`config.mk`:
```
export PLATFORM = sky130hd
export DESIGN_NAME = da_dct_row_seq
export DESIGN_NICKNAME = d
export VERILOG_FILES = /design/src/rtl/da_dct_row_seq.sv
export SDC_FILE = /design/constraint.sdc
export NUM_CORES = 1
export LEC_CHECK = 0
export CORE_ASPECT_RATIO = 1.25
export CORE_MARGIN = 2
export CORE_UTILIZATION = 29
export DETAILED_ROUTE_END_ITERATION = 12
export HOLD_SLACK_MARGIN = 0.06
export PLACE_DENSITY_LB_ADDON = 0.25
export SYNTH_ARGS = -nofsm -noshare
export SYNTH_HDL_FRONTEND = slang
export SYNTH_SLANG_ARGS = --single-unit
```
`constraint.sdc`:
```
create_clock -name clk -period 6.9 [get_ports clk]
set_input_delay 1.725 -clock clk [delete_from_list [all_inputs] [get_ports clk]]
set_output_delay 1.725 -clock clk [all_outputs]
set_load 0.03 [all_outputs]
```
`src/rtl/da_dct_row_seq.sv`:
```
// Bit-serial distributed-arithmetic sequencer for one DCT output row.
// Walks four captured terms LSB-first, reads the coefficient ROM, and shift-accumulates.
module da_dct_row_seq #(
    parameter  int DATA_W = 8,
    parameter  int COEF_W = 16,
    localparam int ACC_W  = COEF_W + DATA_W + 1
) (
    input  logic              clk,
    input  logic              rst_n,
    input  logic              in_valid,
    output logic              in_ready,
    input  logic [DATA_W-1:0] x0,
    input  logic [DATA_W-1:0] x1,
    input  logic [DATA_W-1:0] x2,
    input  logic [DATA_W-1:0] x3,
    output logic [2:0]        rom_addr,
    output logic              rom_cs,
    input  logic [COEF_W-1:0] rom_data,
    output logic              out_valid,
    input  logic              out_ready,
    output logic [ACC_W-1:0]  out_data,
    output logic              busy
);
    localparam int CNT_W = (DATA_W > 1) ? $clog2(DATA_W) : 1;
    localparam logic [CNT_W-1:0] CNT_LAST = CNT_W'(DATA_W - 1);

    localparam logic [1:0] S_IDLE = 2'd0;
    localparam logic [1:0] S_RUN  = 2'd1;
    localparam logic [1:0] S_DONE = 2'd2;

    logic [1:0]              state;
    logic [CNT_W-1:0]        cnt;
    logic [DATA_W-1:0]       x0_q, x1_q, x2_q, x3_q;
    logic signed [ACC_W-1:0] acc;
    logic signed [ACC_W-1:0] rom_ext, term, acc_nxt;

    assign in_ready = (state == S_IDLE);
    assign busy     = (state != S_IDLE);

    // ROM is only selected in RUN, so its word reads as zero in IDLE and DONE.
    always_comb begin
        rom_cs   = (state == S_RUN);
        rom_addr = rom_cs ? {x1_q[cnt], x2_q[cnt], x3_q[cnt]} : 3'd0;
        rom_ext  = {{(ACC_W-COEF_W){rom_data[COEF_W-1]}}, rom_data};
        term     = x0_q[cnt] ? -rom_ext : rom_ext;
        acc_nxt  = acc + (term <<< cnt);
    end

    always_ff @(posedge clk or negedge rst_n) begin
        if (!rst_n) begin
            state     <= S_IDLE;
            cnt       <= '0;
            acc       <= '0;
            x0_q      <= '0;
            x1_q      <= '0;
            x2_q      <= '0;
            x3_q      <= '0;
            out_valid <= 1'b0;
            out_data  <= '0;
        end else begin
            case (state)
                S_IDLE: if (in_valid) begin
                    x0_q  <= x0;
                    x1_q  <= x1;
                    x2_q  <= x2;
                    x3_q  <= x3;
                    acc   <= '0;
                    cnt   <= '0;
                    state <= S_RUN;
                end
                S_RUN: begin
                    acc <= acc_nxt;
                    if (cnt == CNT_LAST) begin
                        cnt       <= '0;
                        out_data  <= acc_nxt;
                        out_valid <= 1'b1;
                        state     <= S_DONE;
                    end else begin
                        cnt <= cnt + CNT_W'(1);
                    end
                end
                S_DONE: if (out_ready) begin
                    out_valid <= 1'b0;
                    state     <= S_IDLE;
                end
                default: state <= S_IDLE;
            endcase
        end
    end
endmodule

```
==> impl_metrics.json <==
{
  "hold_viol_final": 0,
  "portBuffers": 83,
  "rsz0062_at_grt": "no",
  "grt_max_degree": 58,
  "cts_resized": 0,
  "period_minus_slack_ns": 6.26,
  "synth.distinct_cells": 70,
  "fmax_mhz": 160,
  "layout_common_cells": "dfrtp_1, clkdlybuf4s50_1, mux2_2",
  "worstRegToRegCells": 15,
  "cts.htree.levels": 3,
  "clock-sinks": 88,
  "grt_pass1_vias": 5620,
  "setup_violations": 0,
  "required_ns": 7.16,
  "fin_crit_sh": 0.908,
  "drive_gt1_frac": 0.154,
  "worstMarginPinSlew_ns": 0.821,
  "die-height_um": 173,
  "ys_ff_latch": 88,
  "vias": 5521,
  "gp_congestion": 0.866,
  "netlist_instances": 677,
  "dpl_cell_area_um2": 7780,
  "worst_setup_path_end_kind": "register",
  "die_x_um": 139,
  "cp-start-kind": "input port",
  "syn_area_um2": 6610,
  "postCtsSetupBuffers": 0,
  "dp_slack_ns": 0.254,
  "outcome": "finished clean",
  "worstHoldPathCells": 2,
  "maxCapViolations": 0,
  "drc": 0,
  "syn_area_per_cell_um2": 9.76,
  "synth_edf_count": 0,
  "path_class": "input port to register",
  "vias_per_cell": 5.32,
  "routed_wl_um": 17900,
  "min_path_type": "register to register",
  "arrival_ns": 6.52,
  "grt_first_pass_wirelength_um": 30000,
  "dieArea_um2": 24000,
  "worst_slack_ns": 0.638,
  "final_common_cell": "dfrtp_1",
  "ant_nets": 0,
  "finalSetupTns_ns": 0,
  "io_pins": 84,
  "start_util": 0.296,
  "layout.nets": 835,
  "fin_util": 0.362,
  "skew_ns": 0.00918,
  "dp_hpwl_um": 13300,
  "drtPass1Iterations": 5,
  "ys_warn_count": 0,
  "fp-row-count": 61,
  "seq_area_frac_synth": 0.333,
  "cts-root-buf": "clkbuf_16",
  "routedWlPerCell_um": 17.2,
  "ys.flop_type": "dfrtp_1",
  "antenna_cells": 0,
  "crit_path_max_fanout": 9,
  "antenna_found_initial": 0,
  "drv_slew": 0,
  "clk_latency_ns": 0.36,
  "drtIter0Drc": 267,
  "holdBufCountCts": 0,
  "cts.clk_slew.worst_paths_ns": 0.07,
  "syn_nets": 763,
  "cts_tree": "yes",
  "ctsLongestPathBuffers": 2,
  "cts_buffers": 9,
  "async_flop_share": 1.00,
  "grt_util_all_layers": 0.154,
  "overflow": 0,
  "slew_headroom": 0.438,
  "core-area_um2": 22300,
  "area_growth_syn_to_layout_pct": 22.2,
  "fin_area_um2": 8070
}
-- flip-flops by register name (all words and copies together), names as in the netlist --
signal and cells:
x1_q 8, out_data 25, x2_q 8, acc 25, out_valid 1, cnt 3, state 2, x3_q 8
x0_q 8
-- per-stage QoR --
step / std cells / hold WS (ns)
after floorplan: 677 / 0.455
after detailed placement: 1021 / 0.481
after global placement: 1021 / 0.463
after CTS: 1037 / 0.495
after global routing: 1037 / 0.516
final: 1037 / 0.489
-- path summary, 6_finish.rpt --
kind | startpoint | end | slack (ns)
max | rom_data[6] | out_data[22] | 0.64
max reg2reg | cnt[2] | acc[19] | 1.95
min | acc[14] | acc[14] | 0.49
max in group asynchronous | rst_n | x0_q[2] | 4.49
min in group asynchronous | rst_n | out_data[21] | 1.30
min reg2reg | acc[14] | acc[14] | 0.49
-- critical path: stages --
cell	delay [ns]
clkdlybuf4s50_1	0.53
or4_1	0.73
or4_4	0.56
or3_1	0.32
a21oi_1	0.15
a211oi_1	0.11
mux4_2	0.48
ha_1	0.38
nand3_1	0.13
or3_1	0.38
or3b_2	0.50
o2111ai_1	0.13
a21oi_1	0.12
o31ai_1	0.28
-- cells by family (layout without fill, tap and decap cells) --
| family | Yosys count | count (layout) | share of synthesized area |
|---|---|---|---|
| buffers and inverters | 57 | 134 | 0.0348 |
| xor gates and xnor gates | 22 | 22 | 0.0292 |
| muxes | 93 | 93 | 0.186 |
| and+or+nand+nor | 206 | 206 | 0.162 |
| AOI/OAI and AO/OA | 177 | 177 | 0.188 |
| adders and majority gates | 34 | 34 | 0.0655 |
| DFF | 88 | 88 | 0.333 |
-- cells in the mapped netlist, types with 5 or more instances --
cell type,count,share of area
nand2_1,46,0.026
nor2_1,38,0.022
a22o_1,16,0.021
xnor2_1,14,0.019
a21o_1,10,0.011
a211oi_1,8,0.0091
o31ai_1,8,0.0091
nand4_1,6,0.0057
o21ai_0,31,0.023
nor2b_1,9,0.0085
a211o_1,7,0.0093
clkbuf_1,33,0.019
or3_1,12,0.011
buf_1,7,0.0040
dfrtp_1,88,0.33
mux2i_1,24,0.036
nand3_1,17,0.013
o211ai_1,10,0.011
nand2b_1,12,0.011
and2_1,8,0.0076
a31oi_1,8,0.0076
nor3_1,22,0.017
and3_1,5,0.0047
xor2_1,8,0.011
a21oi_1,29,0.022
mux4_2,19,0.065
mux2_2,50,0.085
inv_1,12,0.0068
a221oi_1,5,0.0066
o21ai_1,5,0.0038
nor4_1,7,0.0066
ha_1,33,0.062
-- cell type report --
class	instances	area [um^2]
multi-input combinational	532	4190
sequential	88	2200
inverter	14	52.6
timing repair buffer	104	986
clock buffer	11	253
clock inverter	5	38.8
fill	2262	14200
tap	283	354
-- metal layers --
layer  part of all wire  vias up  track usage
li1                   -     2729            -
met1               0.45     2645        0.198
met2               0.48      126        0.259
met3              0.041       21       0.0252
met4              0.020        0       0.0577
met5                  0        -            0
Power is left out: the tool's default activity adds up to more than one toggle a clock period on the data nets, which glitch-free logic cannot reach.
==> RTL change (same flow settings) <==
`DATA_W`: 8 -> 32.
--- a/src/rtl/da_dct_row_seq.sv
+++ b/src/rtl/da_dct_row_seq.sv
@@ -1,7 +1,7 @@
 // Bit-serial distributed-arithmetic sequencer for one DCT output row.
 // Walks four captured terms LSB-first, reads the coefficient ROM, and shift-accumulates.
 module da_dct_row_seq #(
-    parameter  int DATA_W = 8,
+    parameter  int DATA_W = 32,
     parameter  int COEF_W = 16,
     localparam int ACC_W  = COEF_W + DATA_W + 1
 ) (
Interface: changed (5 resized); port bits go from 84 to 204. No check against the original RTL was run, so the function may have changed too.
==> RTL change against the unedited design <==
  * Die area is 120% higher
  * Non-clock buffer count is 375 higher
  * Highest routed layer is now met5
  * Largest cell class unchanged
  * Critical path type unchanged
  * Synthesized area grew 120%
  * Sequential cell count is 146 higher
  * Final area rose to 2.6 times the old value
  * Core utilization increased by 4.9 points
  * Critical path depth grew 11
  * Routed wire length rose to 2.6 times the old value
  * Setup slack got worse by 0.53 ns
==> RTL change: results (changes against the unedited design) <==
[status]
status = complete, no violations

[worst_setup_path]
crit_arrival_ns = 7.24  ; +0.72 ns
timing.reg2reg.setup_slack_ns = 0.46  ; -1.49 ns
endpoint = out_data[39]
reg2reg_depth = 27  ; +12
slowest_stage = or4b_4
max_stage_delay_ns = 0.59  ; -0.14 ns
reg2reg_from = cnt[0]
timing.rr.end = out_data[43]
crit_fanout = 3  ; -6

[finish]
seq_cells = 234  ; +170%
final_nets = 2018  ; +140%
reg_top3 = acc x49, out_data x49
register_area_sq_mm = 0.00586  ; +170%
final_util_pct = 41.1  ; +4.9 points
num_antenna_cells = 1  ; +1
nonClkBufAreaFrac_pct = 20.1  ; +7.8 points
nClkBuffers = 40  ; +29
n_fill_cell = 4965  ; +120%
multi_input_area_share_pct = 42.4  ; -9.4 points
clkCellAreaFrac_pct = 4.70  ; +1.1 points
nMultiInputCombCells = 1042  ; +96%
layout-drive-gt1-share_pct = 33.9  ; +19 points

[routing]
wl_per_cell_microns = 18.8  ; +8.9%
wl_met3_microns = 2510  ; +250%
viasPerCell = 5.03  ; -5.4%
vias = 12555  ; +130%
drt-initial-drc-count = 449  ; +68%
met2_length_microns = 23500  ; +170%
drtPass1Iterations = 4  ; -1
top_layer = met5

[placement]
gp_congestion = 0.880  ; +1.7%
hpwl_microns = 35200  ; +160%
place_ws_ns = -1.01  ; -1.26 ns
postPlaceCellArea_sq_mm = 0.0193  ; +150%
place_inst = 2427  ; +140%

[logic_synthesis]
ys_types = 71  ; +1.4%
synth_common_cells = 234 x dfrtp_1, 177 x mux2_2, 99 x nand2_1, 93 x a21oi_1
synth-compound-area-share_pct = 16.4  ; -2.5 points
synth-seq-area-share_pct = 39.7  ; +6.3 points

[global_route]
grt_pass1_wl_microns = 73800  ; +150%
met3_usage_pct = 3.63  ; +1.1 points
antenna_found_initial = 3  ; +3
grt_pass1_vias = 13271  ; +140%
globalRouteMet2Util_pct = 31.0  ; +5.1 points

[clock_network]
htree_num_levels = 1  ; -2
clk_latency_ns = 0.57  ; +0.21 ns
cts-buffers-inserted = 28  ; +19
clk_path_buf_depth = 3  ; +1

[sta]
finalClockSkew_ns = 0.0148  ; +0.00563 ns
worst_slew_pin_slew_ns = 0.982  ; +0.161 ns
layout_worst_path_cycle_share_pct = 98.4  ; +7.6 points

-- RTL change: cell types whose count changed after synthesis, sizes merged, moves of 35 or more --
cell | before | now
dfrtp | 88 | 234
mux2 | 50 | 177
a21oi | 29 | 93
nand2 | 46 | 99
clkbuf | 33 | 72
nor2 | 38 | 73
-- RTL change: how the worst min path moves through the flow --
| stage | from | endpoint | slack, ns | cells after the start |
|---|---|---|---|---|
| 2_1_floorplan | acc[6] | acc[6] | 0.46 | 2 |
| 3_3_place_gp | out_data[20] | out_data[20] | 0.47 | 2 |
| 3_5_place_dp | out_data[19] | out_data[19] | 0.47 | 2 |
| 4_1_cts | out_data[20] | out_data[20] | 0.49 | 2 |
| 5_1_grt | out_data[11] | out_data[11] | 0.51 | 2 |
| 6_report | out_data[20] | out_data[20] | 0.48 | 2 |
-- RTL change: repair_timing --
item	CTS	global route
pin swaps	9	27
buffers inserted	4	10
gates resized for setup	23	54
endpoints found under the setup margin	40	54
